`config.mk`:
```
export PLATFORM = sky130hd
export DESIGN_NAME = hazard_scoreboard
export DESIGN_NICKNAME = d
export VERILOG_FILES = /design/src/rtl/hazard_scoreboard.sv
export SDC_FILE = /design/constraint.sdc
export NUM_CORES = 1
export LEC_CHECK = 0
export ABC_AREA = 1
export CAP_MARGIN = 20
export CORE_MARGIN = 5
export CORE_UTILIZATION = 46
export DETAILED_ROUTE_END_ITERATION = 8
export GPL_TIMING_DRIVEN = 1
export PLACE_DENSITY = 0.76
export SLEW_MARGIN = 25
export SYNTH_ARGS = -nofsm -noshare
export SYNTH_HDL_FRONTEND = slang
export SYNTH_SLANG_ARGS = --single-unit
```
`constraint.sdc`:
```
create_clock -name clk_i -period 1.9 [get_ports clk_i]
set_input_delay 0.38 -clock clk_i [delete_from_list [all_inputs] [get_ports clk_i]]
set_output_delay 0.38 -clock clk_i [all_outputs]
set_load 0.01 [all_outputs]
```
`src/rtl/hazard_scoreboard.sv`:
```
// Tracks in-flight load and multiply destinations at ID/EX and
// produces stall, bubble and multiply writeback-timing controls.
module hazard_scoreboard #(
  parameter int MUL_LAT = 4,
  parameter int CNT_W   = 16
) (
  input  logic             clk_i,
  input  logic             rst_i,
  input  logic             id_valid_i,
  input  logic [4:0]       id_rs_i,
  input  logic [4:0]       id_rt_i,
  input  logic             id_use_rs_i,
  input  logic             id_use_rt_i,
  input  logic [4:0]       id_dst_i,
  input  logic             id_regwrite_i,
  input  logic             id_memread_i,
  input  logic             id_mul_i,
  input  logic             flush_i,
  output logic             pc_write_o,
  output logic             if_id_write_o,
  output logic             bubble_o,
  output logic             mul_wb_o,
  output logic             mul_busy_o,
  output logic [CNT_W-1:0] stall_cnt_o
);

  localparam logic [3:0] LAT = 4'(MUL_LAT);

  logic       ex_vld;
  logic       ex_ld;
  logic [4:0] ex_dst;
  logic [3:0] mul_cnt;
  logic [4:0] mul_dst;

  logic match_ex;
  logic match_mul;
  logic hz_ld;
  logic hz_mul;
  logic stall;
  logic mul_issue;

  assign match_ex = (ex_dst != 5'd0) &
    ((id_use_rs_i & (id_rs_i == ex_dst)) |
     (id_use_rt_i & (id_rt_i == ex_dst)));

  assign match_mul = (mul_dst != 5'd0) &
    ((id_use_rs_i & (id_rs_i == mul_dst)) |
     (id_use_rt_i & (id_rt_i == mul_dst)));

  assign hz_ld  = ex_vld & ex_ld & match_ex;
  // id_mul_i here: only one multiplier, so a second multiply waits
  assign hz_mul = (mul_cnt != 4'd0) & (match_mul | id_mul_i);
  assign stall  = id_valid_i & ~flush_i & (hz_ld | hz_mul);

  assign pc_write_o    = ~stall;
  assign if_id_write_o = ~stall;
  assign bubble_o      = stall | flush_i | ~id_valid_i;
  assign mul_busy_o    = mul_cnt != 4'd0;
  assign mul_wb_o      = mul_cnt == 4'd1;
  assign mul_issue     = id_valid_i & id_mul_i & ~bubble_o;

  always_ff @(posedge clk_i or negedge rst_i) begin
    if (!rst_i) begin
      ex_vld <= 1'b0;
      ex_ld  <= 1'b0;
      ex_dst <= 5'd0;
    end else if (bubble_o) begin
      ex_vld <= 1'b0;
      ex_ld  <= 1'b0;
    end else begin
      ex_vld <= id_regwrite_i;
      ex_ld  <= id_memread_i;
      ex_dst <= id_dst_i;
    end
  end

  always_ff @(posedge clk_i or negedge rst_i) begin
    if (!rst_i) begin
      mul_cnt <= 4'd0;
      mul_dst <= 5'd0;
    end else if (mul_issue) begin
      mul_cnt <= LAT;
      mul_dst <= id_dst_i;
    end else if (mul_cnt != 4'd0) begin
      mul_cnt <= mul_cnt - 4'd1;
    end
  end

  always_ff @(posedge clk_i or negedge rst_i) begin
    if (!rst_i) begin
      stall_cnt_o <= '0;
    end else if (stall && !(&stall_cnt_o)) begin
      stall_cnt_o <= stall_cnt_o + CNT_W'(1);
    end
  end

endmodule
```
==> metrics.txt, run 1 <==
TritonCTS clock tree done; gr ovfl total 0; root buffer cell clkbuf_8; crit-path max cell delay roughly 0.44 ns; FF-to-FF setup slack -0.06 ns; Core Footprint around 0.0044 mm^2; n_diodes 0; DR pass1 iterations 4; Post-Syn Instances slightly above 300; flops & latches, synth 32; Max H-tree Level 2; FF-to-FF path depth 14; WP data required approximately 1.5 ns; CTS Sinks 32; RSZ-0062 raised after global routing yes; Top Ports 45; relative slew slack 71.8%; initial antenna violation count 0; Hold WC Path Type input port to asynchronous set/reset pin; non-filler cells, final between 400 and 500; syn_area_per_cell roughly 6.8 um^2; Yosys top cell area share 37.8%; Buf+Inv Stages, Crit Path 2; die height ~78 um; Final Util a little over 70%; Synth cell types 22; Peak Freq ~480 MHz; die area 0.00607 mm^2; leakage power ~1.6 nW; endpoints failing hold 0; clock buffer depth 2; Post-Syn Nets between 300 and 400; Fillers roughly 360; dpl cells roughly 430; Nets 426; Mapped Area 0.00212 mm^2; CP max FO 5; vias in the first global route ~2.2k; Rows 24; worst path cell trace buf_4 -> nor3_2 -> nand3_1 -> nand2_1 -> nand2_2 -> a21oi_2 -> nand2_1 -> buf_2; crit path kind register to primary output; initial DRC count 151; Final Worst Setup Slack -0.162 ns; final wirelength just over 6 mm; vias ~2.3k; sequential area share after synthesis between 30 and 40%; Num CTS Buffers 5; # DRC 0; dominant cell type by area after synthesis dfrtp_1; Die X 77.9 um; RR Endpoint mul_dst[3]; Synth area leaders dfrtp_1, nand2_1, nand4_1, nand3_1, nor2_1; crit-path most repeated cell nand2_1; Fin Clk Skew ~0.0085 ns; CP delay by family, top simple AND/OR/NAND/NOR gates; CTS Hold Bufs 0; maximum VDD drop around 0.56 mV; Slew @ Worst Pin 0.423 ns; first-pass GRT wire length 10.2 mm; DP Area between 0.002 and 0.003 mm^2; Port Buffers 44; Placer Congestion around 0.89; Arr. time, crit path ~1.7 ns; Hold Slack a little under 0.5 ns; fin crit share 109%; largest net degree at the start of global routing 33; Routed Antenna Nets 0; share of layout cells above drive strength 1 about 26%; max-cap violation count 0; Yosys warnings 0; Worst path slowest cell dfrtp_2; status finished with violations; DR vias/cell about 5; Starting Density slightly below 50%; Pwr Density between 1000 and 1500 mW/mm^2; R2R Path Start mul_dst[4]; area delta synth->final 49.3%; Tmin final around 2.1 ns; fin area 0.00317 mm^2; clk_lat worst skew 0.29 ns; clock transition at the registers of the reported paths about 0.07 ns; final setup fails 11; HPWL after detailed placement between 4 and 5 mm; pre-CTS WS -0.681 ns; failing checks setup timing; routed length per instance around 13 um; CP Capture Type primary output; Tot GR Track Use 20.4%; final slew viol count 0; startpoint types register
[registers in the layout, indices dropped and copies added (netlist names)]
name and flops:
ex_ld 1, ex_vld 1, stall_cnt_o 16, mul_cnt 4, mul_dst 5, ex_dst 5
[power breakdown]
| part | total, mW | switching [mW] | leakage [nW] | internal (mW) |
|---|---|---|---|---|
| Combinational | 1.51 | 0.750 | 1.15 | 0.756 |
| Sequential | 1.02 | 0.172 | 0.415 | 0.848 |
| Clock | 0.727 | 0.264 | 0.0645 | 0.463 |
| Total | 3.25 | 1.19 | 1.62 | 2.07 |
[cell families (layout without fill, tap and decap cells)]
family	count (synthesis)	after routing	synth area share (%)
AO/OA/AOI/OAI	10	10	2.48
AND/OR/NAND/NOR	211	212	44.0
adder cells (fa/ha/maj)	3	3	1.77
XOR/XNOR	15	15	6.19
buffers and inverters	40	128	7.79
flip-flops	32	32	37.8
[per-stage QoR]
step           setup TNS [ns]  power [mW]
3_5_place_dp           -10.72        2.28
6_report               -0.768        3.25
3_3_place_gp            -9.03        2.25
5_1_grt                 -3.63        3.50
4_1_cts                -0.816        3.10
2_1_floorplan               0        1.65
[per-layer routing]
metal / up-vias / GRT usage, % / part of all wire, %
li1: 1179 / - / -
met1: 1058 / 25.7 / 43
met2: 71 / 34.1 / 49
met3: 14 / 4.63 / 5.8
met5: - / 0 / 0
met4: 0 / 7.77 / 2.1
[synth_stat cells]
library cell,instances
o21ai_0,6
nor2_1,33
nand2_2,1
buf_4,1
buf_2,3
xor2_1,7
nand4_1,24
nor2_2,2
xnor2_1,8
a22oi_1,1
nand3_2,1
nor4_1,2
nor3_1,3
nand2_1,118
clkbuf_1,3
nand3_4,2
inv_1,32
dfrtp_1,32
a21oi_1,3
nand3_1,25
buf_6,1
ha_1,3
[cell type report]
class | count | area, um^2 | share of cell area (%)
multi-input combinational | 240 | 1260 | 39.8
inverter | 32 | 120 | 3.79
clock inverter | 1 | 30.0 | 0.949
timing repair buffer | 88 | 790 | 24.9
sequential | 32 | 806 | 25.5
clock buffer | 7 | 96.3 | 3.04
tap | 52 | 65.1 | 2.06
[layout by cell type, fill, tap and decap left out, drive strengths merged]
| cell type | Yosys | final |
|---|---|---|
| nand2 | 119 | 119 |
| buf | 5 | 47 |
| nor2 | 35 | 35 |
| dfrtp | 32 | 32 |
| inv | 32 | 32 |
| nand3 | 28 | 29 |
| clkdlybuf4s50 | 0 | 27 |
| nand4 | 24 | 24 |
| dlygate4sd2 | 0 | 12 |
| xnor2 | 8 | 8 |
| xor2 | 7 | 7 |
| clkbuf | 3 | 7 |
| o21ai | 6 | 6 |
| nor3 | 3 | 3 |
| a21oi | 3 | 3 |
| ha | 3 | 3 |
| nor4 | 2 | 2 |
| dlymetal6s2s | 0 | 2 |
| a22oi | 1 | 1 |
| bufinv | 0 | 1 |
[worst max path at each step]
stage	start	depth (start not counted)	to	slack, ns
after floorplan	id_rs_i[2]	10	pc_write_o	0.01
after global routing	mul_dst[4]	8	bubble_o	-0.24
after global placement	id_rs_i[3]	12	bubble_o	-0.64
after CTS	mul_dst[3]	12	pc_write_o	-0.15
after detailed placement	id_rs_i[3]	12	bubble_o	-0.68
final	mul_dst[4]	8	bubble_o	-0.16
[repair_timing]
item,in CTS,in global routing
gates cloned,1,0
setup buffers,6,7
gates resized for setup,44,30
endpoints found under the setup margin,21,28
pin swaps,11,13
Note: power is estimated with default switching activity, not from simulation.
==> run 2, diff against run 1 <==
- CAP_MARGIN: 20 -> 15
- CORE_UTILIZATION: 46 -> 55
- PLACE_DENSITY: 0.76 -> 0.85
- clock period: 1.9 -> 2.4 ns (I/O delays scaled with it)
==> metrics.txt, run 2 (synthesized netlist as in run 1, its figures left out) <==
status finished clean; Top Registers stall_cnt_o: 16 flops, ex_dst: 5 flops, mul_dst: 5 flops; clock buffer depth 2; die area slightly above 0.005 mm^2; Routed Antenna Nets 0; Reg with most FFs stall_cnt_o; CTS Sinks 32; Final Util approximately three quarters; HPWL after detailed placement 4.07 mm; Pwr Total 2.08 mW; clk_lat worst skew 0.28 ns; Tot GR Track Use 22.3%; Max H-tree Level 2; Fin Clk Skew 0.00536 ns; endpoints failing hold 0; final setup fails 0; area delta synth->final 32.1%; DR pass1 iterations 6; maximum VDD drop 0.482 mV; metal2 WL about 2.6 mm; Placer Congestion 0.932; CP Capture Type primary output; initial antenna violation count 0; final wirelength 5.55 mm; Top Ports between 40 and 50; # DRC 0; die height slightly above 70 um; WP data required ~1.9 ns; max-cap violation count 0; DP Area 0.00264 mm^2; routed wl met3 approximately 370 um; WL met1 about 2.3 mm; highest-count cells in the layout ignoring fill and taps nand2_1, dfrtp_1, clkdlybuf4s50_1; CTS Hold Bufs 0; Arr. time, crit path around 1.8 ns; Core Footprint ~0.0037 mm^2; Rows 22; Die X between 70 and 80 um; non-filler cells, final around 410; CP max FO 4; vias 2235; gr ovfl total 0; relative slew slack between 70% and 80%; Port Buffers 44; number of flip-flops in the largest register 16; share of layout cells above drive strength 1 roughly an eighth; root buffer cell clkbuf_8; first-pass GRT wire length 9.22 mm; Starting Density between 50% and 60%; fin area between 0.002 and 0.003 mm^2; Peak Freq between 400 and 500 MHz; Slew @ Worst Pin between 0.3 and 0.4 ns; initial DRC count 183; final slew viol count 0; Hold Slack around 0.54 ns; DR vias/cell roughly 5.4; startpoint types register; commonest non-fill, non-tap cell in the layout nand2_1; clock transition at the registers of the reported paths around 0.06 ns; routed length per instance 13.5 um; Nets a little under 400; TritonCTS clock tree done; crit path kind register to primary output; Hold WC Path Type register to register; n_diodes 0; RSZ-0062 raised after global routing no; Max Used Layer met4; dpl cells around 400; vias in the first global route roughly 2.0k; Tmin final 2.27 ns; leakage power 1.47 nW; Num CTS Buffers 5; Pwr Density 742 mW/mm^2; fin crit share 94.7%; largest net degree at the start of global routing 33
run 2: cell count changes in the layout (fill, tap and decap cells not counted), moves of 5 or more:
cell	previous run	this run
inv_2	15	6
buf_6	7	2
buf_4	38	9
inv_1	17	26
dlymetal6s2s_1	2	8
nand2_2	11	6
dlygate4sd2_1	12	2
nand2_1	108	113
run 2: critical path: stages (launching register included):
cell and delay (ns):
dfrtp_1 0.41, inv_1 0.09, ha_1 0.22, nand3_2 0.15, buf_4 0.18, clkdlybuf4s50_1 0.47
run 2: final timing paths:
kind,startpoint,end,slack (ns),cells after the start
max,mul_cnt[0],mul_busy_o,0.13,5
min,ex_dst[4],ex_dst[4],0.54,2
max reg2reg,stall_cnt_o[0],stall_cnt_o[15],0.39,9
min reg2reg,ex_dst[4],ex_dst[4],0.54,2
max in group asynchronous,rst_i,mul_cnt[3],1.52,2
min in group asynchronous,rst_i,mul_dst[0],0.59,2
run 2: stage by stage:
stage / setup WS [ns] / TNS [ns]
after floorplan: 0.261 / 0
after global placement: -0.377 / -0.996
after detailed placement: -0.390 / -1.09
after CTS: 0.00372 / 0
after global routing: 0.00803 / 0
final: 0.127 / 0
run 2: area by class of cell:
cell class | instances | area (um^2)
Multi-Input combinational cell | 239 | 1200
Fill cell | 290 | 887
Sequential cell | 32 | 801
Timing Repair Buffer | 53 | 523
Inverter | 32 | 120
Clock buffer | 6 | 82.6
Tap cell | 48 | 60.1
Clock inverter | 2 | 10.0
run 2: per-layer routing:
| layer | up-vias | track usage [%] |
|---|---|---|
| li1 | 1103 | - |
| met1 | 1016 | 28.5 |
| met2 | 96 | 35.6 |
| met3 | 20 | 4.57 |
| met4 | 0 | 11.1 |
| met5 | - | 0 |
run 2: timing repair:
| item | 4_1_cts | 5_1_grt |
|---|---|---|
| resized for setup | 22 | 23 |
| pin swaps | 6 | 11 |
| buffers inserted | 1 | 0 |
| cloned | 0 | 0 |
| setup endpoints to repair | 3 | 4 |
run 2: power breakdown:
part,total (mW),switching [mW],internal (mW)
registers,0.838,0.172,0.666
clock network,0.427,0.198,0.229
logic,0.815,0.458,0.357
